`src/rtl/apb3_timer_irq.sv`:
```
// apb3_timer_irq
// APB3 slave with a 32-bit down-counting timer and a level interrupt.
// Every access gets exactly one wait state.
//
// Register map (PADDR[4:2] selects the word, PADDR[1:0] is ignored):
//   0x00 CTRL   RW  {IE, AUTO, EN}
//   0x04 LOAD   RW  reload value; a write also loads COUNT
//   0x08 COUNT  RO  current count
//   0x0C STATUS W1C bit0 PEND
//   0x10 EXPCNT RO  saturating expiry counter; any write clears it
//
// Ports:
//   io_systemClk    sole clock, rising edge
//   io_systemReset  synchronous active-high reset
//   PADDR/PSEL/PENABLE/PWRITE/PWDATA  APB3 request
//   PRDATA/PREADY/PSLVERROR           APB3 response
//   userInterrupt   PEND & IE, driven from registers only
module apb3_timer_irq #(
  parameter int          ADDR_WIDTH = 16,
  parameter logic [31:0] RESET_LOAD = 32'd999_999_999
) (
  input  logic                  io_systemClk,
  input  logic                  io_systemReset,
  input  logic [ADDR_WIDTH-1:0] PADDR,
  input  logic                  PSEL,
  input  logic                  PENABLE,
  input  logic                  PWRITE,
  input  logic [31:0]           PWDATA,
  output logic [31:0]           PRDATA,
  output logic                  PREADY,
  output logic                  PSLVERROR,
  output logic                  userInterrupt
);

  typedef enum logic {ST_WAIT, ST_DONE} state_t;

  state_t      r_state;
  state_t      w_stateNext;
  logic        r_en;
  logic        r_auto;
  logic        r_ie;
  logic        r_pend;
  logic [31:0] r_load;
  logic [31:0] r_count;
  logic [15:0] r_expCnt;
  logic [31:0] r_prdata;
  logic        r_slvErr;

  logic        w_access;
  logic        w_pready;
  logic        w_mapped;
  logic [2:0]  w_regSel;
  logic        w_commitWr;
  logic        w_wrCtrl;
  logic        w_wrLoad;
  logic        w_wrStatus;
  logic        w_wrExpCnt;
  logic        w_expire;
  logic [31:0] w_readData;
  logic [1:0]  w_unusedAddrBits;

  assign w_unusedAddrBits = PADDR[1:0];
  assign w_regSel   = PADDR[4:2];
  assign w_mapped   = (PADDR[ADDR_WIDTH-1:5] == '0) && (w_regSel <= 3'd4);
  assign w_access   = PSEL & PENABLE;
  assign w_pready   = (r_state == ST_DONE);

  // A write takes effect only in the completing ACCESS cycle.
  assign w_commitWr = w_access & w_pready & PWRITE & w_mapped;
  assign w_wrCtrl   = w_commitWr & (w_regSel == 3'd0);
  assign w_wrLoad   = w_commitWr & (w_regSel == 3'd1);
  assign w_wrStatus = w_commitWr & (w_regSel == 3'd3);
  assign w_wrExpCnt = w_commitWr & (w_regSel == 3'd4);

  // A running timer that has reached zero expires on this edge.
  assign w_expire   = r_en & (r_count == 32'd0);

  assign PREADY        = w_pready;
  assign PRDATA        = r_prdata;
  assign PSLVERROR     = r_slvErr;
  assign userInterrupt = r_pend & r_ie;

  always_ff @(posedge io_systemClk) begin
    if (io_systemReset) begin
      r_state <= ST_WAIT;
    end else begin
      r_state <= w_stateNext;
    end
  end

  // WAIT covers the first ACCESS cycle; DONE is the completing cycle and
  // always falls back to WAIT so back-to-back transfers each get a wait state.
  always_comb begin
    w_stateNext = r_state;
    case (r_state)
      ST_WAIT: if (w_access) w_stateNext = ST_DONE;
      ST_DONE: w_stateNext = ST_WAIT;
    endcase
  end

  always_comb begin
    w_readData = 32'd0;
    case (w_regSel)
      3'd0:    w_readData = {29'd0, r_ie, r_auto, r_en};
      3'd1:    w_readData = r_load;
      3'd2:    w_readData = r_count;
      3'd3:    w_readData = {31'd0, r_pend};
      3'd4:    w_readData = {16'd0, r_expCnt};
      default: w_readData = 32'd0;
    endcase
  end

  // Response is captured at the end of the wait cycle, so it is present
  // exactly while PREADY is high and cleared again afterwards.
  always_ff @(posedge io_systemClk) begin
    if (io_systemReset) begin
      r_prdata <= 32'd0;
      r_slvErr <= 1'b0;
    end else if ((r_state == ST_WAIT) && w_access) begin
      r_prdata <= (!PWRITE && w_mapped) ? w_readData : 32'd0;
      r_slvErr <= ~w_mapped;
    end else begin
      r_prdata <= 32'd0;
      r_slvErr <= 1'b0;
    end
  end

  // Timer state. Register writes override the natural expiry/decrement for
  // the fields they touch, but an expiry in the same cycle still sets PEND.
  always_ff @(posedge io_systemClk) begin
    if (io_systemReset) begin
      r_en     <= 1'b0;
      r_auto   <= 1'b0;
      r_ie     <= 1'b0;
      r_load   <= RESET_LOAD;
      r_count  <= 32'd0;
      r_pend   <= 1'b0;
      r_expCnt <= 16'd0;
    end else begin
      if (w_wrCtrl) begin
        r_en   <= PWDATA[0];
        r_auto <= PWDATA[1];
        r_ie   <= PWDATA[2];
      end else if (w_expire && !r_auto) begin
        r_en <= 1'b0;
      end

      if (w_wrLoad) begin
        r_load <= PWDATA;
      end

      if (w_wrLoad) begin
        r_count <= PWDATA;
      end else if (w_wrCtrl && PWDATA[0] && !r_en) begin
        r_count <= r_load;
      end else if (w_expire) begin
        r_count <= r_auto ? r_load : 32'd0;
      end else if (r_en) begin
        r_count <= r_count - 32'd1;
      end

      if (w_expire) begin
        r_pend <= 1'b1;
      end else if (w_wrStatus && PWDATA[0]) begin
        r_pend <= 1'b0;
      end

      // A clear that coincides with an expiry keeps that expiry counted.
      if (w_wrExpCnt) begin
        r_expCnt <= {15'd0, w_expire};
      end else if (w_expire && (r_expCnt != 16'hFFFF)) begin
        r_expCnt <= r_expCnt + 16'd1;
      end
    end
  end

endmodule

```
`config.mk`:
```
export PLATFORM = sky130hd
export DESIGN_NAME = apb3_timer_irq
export DESIGN_NICKNAME = d
export VERILOG_FILES = /design/src/rtl/apb3_timer_irq.sv
export SDC_FILE = /design/constraint.sdc
export NUM_CORES = 1
export LEC_CHECK = 0
export CAP_MARGIN = 20
export CORE_MARGIN = 10
export CORE_UTILIZATION = 49
export DETAILED_ROUTE_END_ITERATION = 8
export PLACE_DENSITY = 0.86
export SYNTH_ARGS = -nofsm -noshare
export SYNTH_HDL_FRONTEND = slang
export SYNTH_SLANG_ARGS = --single-unit
export TNS_END_PERCENT = 10
```
`constraint.sdc`:
```
create_clock -name io_systemClk -period 2.3 [get_ports io_systemClk]
set_clock_uncertainty 0.1 [all_clocks]
set_input_delay 0.345 -clock io_systemClk [delete_from_list [all_inputs] [get_ports io_systemClk]]
set_output_delay 0.345 -clock io_systemClk [all_outputs]
set_load 0.01 [all_outputs]
```
==> impl_metrics.yaml <==
drt:
  drc: 0
  post_drt_wl_per_cell_um: 21.9
  via_per_inst: 6.67
  drt_wl_total_um: 22200
  vias: 6770
  drtIter0Drc: 1169
  drt-pass1-iter-count: 7
  ant_nets: 0
pwr:
  p_per_area_nw_per_um2: 630
  vdd.ir_drop.worst_v: 0.000487
  total_power_mw: 5.18
  p_leak_nw: 3.15
yosys:
  yosys_warnings: 0
  ys_ff_latch: 118
  ys_seq_area_share_pct: 42.0
  avgSynthCellArea_um2: 8.08
  syn_nets: 751
  synthDistinctLibCells: 49
  async_flop_share_pct: 0
  syn_area_um2: 5630
  syn_inst: 696
  ys_dominant_reg_cell: "dfxtp_1"
  synth-edff-count: 0
global_routing:
  grt_max_degree: 46
  grt_pass1_wl_um: 33800
  grt-ovfl-total: 0
  grt_use_met2_pct: 41.2
  antenna_found_initial: 0
  met3_usage_pct: 7.15
  busiest_layer: "met2"
  use_met1_pct: 28.5
  grt_use_total_pct: 25.3
  grt_pass1_vias: 6744
worst_setup_path:
  worstSetupPathType: "flip-flop to flip-flop"
  slowest_delay_ns: 0.44
  crit_fanout: 5
  crit_arrival_ns: 3.03
  crit_chain: "nor4_4 > nand3b_1 > nor4_4 > buf_4 > nor2_2 > buf_6 > buf_12 > buf_4 > a222oi_1 > a211oi_1"
  cp-end-kind: "flip-flop"
  crit_slowest_cell: "nor4_4"
  crit_required_ns: 2.48
  critPathLaunchType: "flip-flop"
worst_hold_path:
  hold_class: "input port to flip-flop"
timing:
  period_minus_slack_ns: 2.85
  clock.fmax_mhz: 351
  finalSetupViolations: 49
  rsz0062_at_grt: "yes"
  fin_setup_tns_ns: -11.22
  slew_violations: 0
  period_share_pct: 124
  tightest_slew_ns: 0.709
  relSlewSlack_pct: 51.5
  worst_slack_ns: -0.545
  hold_violations: 0
clocking:
  htreeDepth: 4
  clockRootBuffer: "clkbuf_16"
  clk_pin_slew_ns: 0.06
  clock_latency_ns: 0.43
  clockBufferDepth: 2
  cts_buffers: 17
  clock_sinks: 118
  cts_hold_buf: 0
  cts_tree: "yes"
layout:
  n_antenna_cell: 0
  nets: 914
  drive_gt1_share_pct: 21.9
  syn_to_final_growth_pct: 46.1
floorplan:
  die-area_um2: 16200
  row_count: 39
  die_h_um: 127
  ios: 88
  initial_core_util_pct: 49.7
  core_area_um2: 11300
  die_x_um: 127
job:
  cap_violations: 0
placement:
  portBuffers: 85
  gp_congestion: 0.924
  dp_hpwl_um: 12900
outcome:
  violations: "negative setup slack"
  status: "complete, but fails checks"
[cells by family (layout without fill, tap and decap cells)]
family          Yosys count  count (layout)  share of synthesized area (%)
flops                   118             118                           42.0
fa+ha+maj                 2               2                          0.445
xor+xnor                 25              25                           3.89
buf+inv                  67             243                           4.83
compound gates          182             182                           22.1
simple gates            295             295                           25.5
mux                       7               7                           1.25
[flip-flops by register name (all words and copies together), names as in the netlist]
| signal | cells |
|---|---|
| PRDATA | 32 |
| PREADY | 1 |
| PSLVERROR | 1 |
| r_auto | 1 |
| r_count | 32 |
| r_en | 1 |
| r_expCnt | 16 |
| r_ie | 1 |
| r_load | 32 |
| r_pend | 1 |
[per-layer routing]
layer | wire length (um) | share of wire [%]
met1 | 7890 | 35
met2 | 10400 | 47
met3 | 2630 | 12
met4 | 1300 | 5.8
met5 | 0 | 0
[final timing paths]
check / startpoint / to / slack, ns / depth (start not counted)
max: r_count[3] / r_count[9] / -0.55 / 10
min: io_systemReset / PSLVERROR / 0.13 / 3
min reg2reg: r_load[20] / r_load[20] / 0.37 / 2
max reg2reg: r_count[3] / r_count[9] / -0.55 / 10
[metrics by stage]
stage                     cell area [um2]  worst slack, ns  utilization, %  std cells  hold WS, ns
final                                8220           -0.545            72.6       1015        0.135
after global placement               7230           -0.413            63.9        967        0.346
after global routing                 8220           -0.614            72.6       1015        0.184
after CTS                            8120           -0.182            71.8       1010        0.143
after floorplan                      5630          0.00448               -        696        0.331
after detailed placement             7230           -0.568            63.9        967        0.360
[worst max-delay path, delay by kind of cell (launching register included)]
| family | cells | cell delay, ns |
|---|---|---|
| flops | 1 | 0.35 |
| compound gates | 2 | 0.56 |
| buf+inv | 4 | 0.59 |
| simple gates | 4 | 1.11 |
[cells in the mapped netlist (11+ instances only)]
cell type / number / area (um2)
nor4_1: 11 / 68.8
clkbuf_1: 45 / 169
dfxtp_1: 118 / 2360
a22oi_1: 30 / 225
or3_1: 12 / 75.1
a21oi_1: 58 / 290
nor3_1: 24 / 120
nand3_1: 14 / 70.1
nand2_1: 81 / 304
o21ai_0: 13 / 65.1
xor2_1: 19 / 166
a222oi_1: 19 / 190
nor2_1: 96 / 360
a211oi_1: 22 / 165
[layout by cell type (no fill, tap or decap), types with 4 or more instances in the layout]
cell type / instances
inv_1: 10
nand3_1: 14
or3_1: 10
o21ai_0: 12
xor2_1: 19
a21oi_1: 56
nand2b_1: 4
nand2_1: 80
a211o_1: 4
clkbuf_16: 17
nor4_1: 6
xnor2_1: 6
buf_6: 5
and2_1: 8
nor4_4: 4
nor3_1: 21
or4_1: 4
a221oi_2: 5
a222oi_1: 19
a31oi_1: 7
dfxtp_1: 116
buf_12: 5
bufinv_16: 4
and3_1: 9
buf_4: 105
a211oi_1: 20
clkdlybuf4s50_1: 84
nor2_1: 95
mux2i_1: 7
clkinvlp_4: 6
a22oi_1: 30
nand4_1: 7
o22ai_1: 5
nor4_2: 5
[final cells by class]
type | count | area, um2
clock inverter | 12 | 175
fill | 728 | 3100
inverter | 10 | 37.5
multi-input combinational | 511 | 3190
sequential | 118 | 2360
clock buffer | 20 | 467
tap | 143 | 179
timing repair buffer | 201 | 1810
[where the power goes]
group	internal [mW]	switching [mW]	total, mW
combinational	0.119	0.119	0.238
clock	1.89	1.00	2.89
sequential	2.05	0.000657	2.05
[repair_timing]
item,in CTS,in global routing
buffers inserted,11,5
endpoints found under the setup margin,50,50
gates resized for setup,31,13
pin swaps,27,14
No activity file was read; power rests on OpenSTA's default activity.
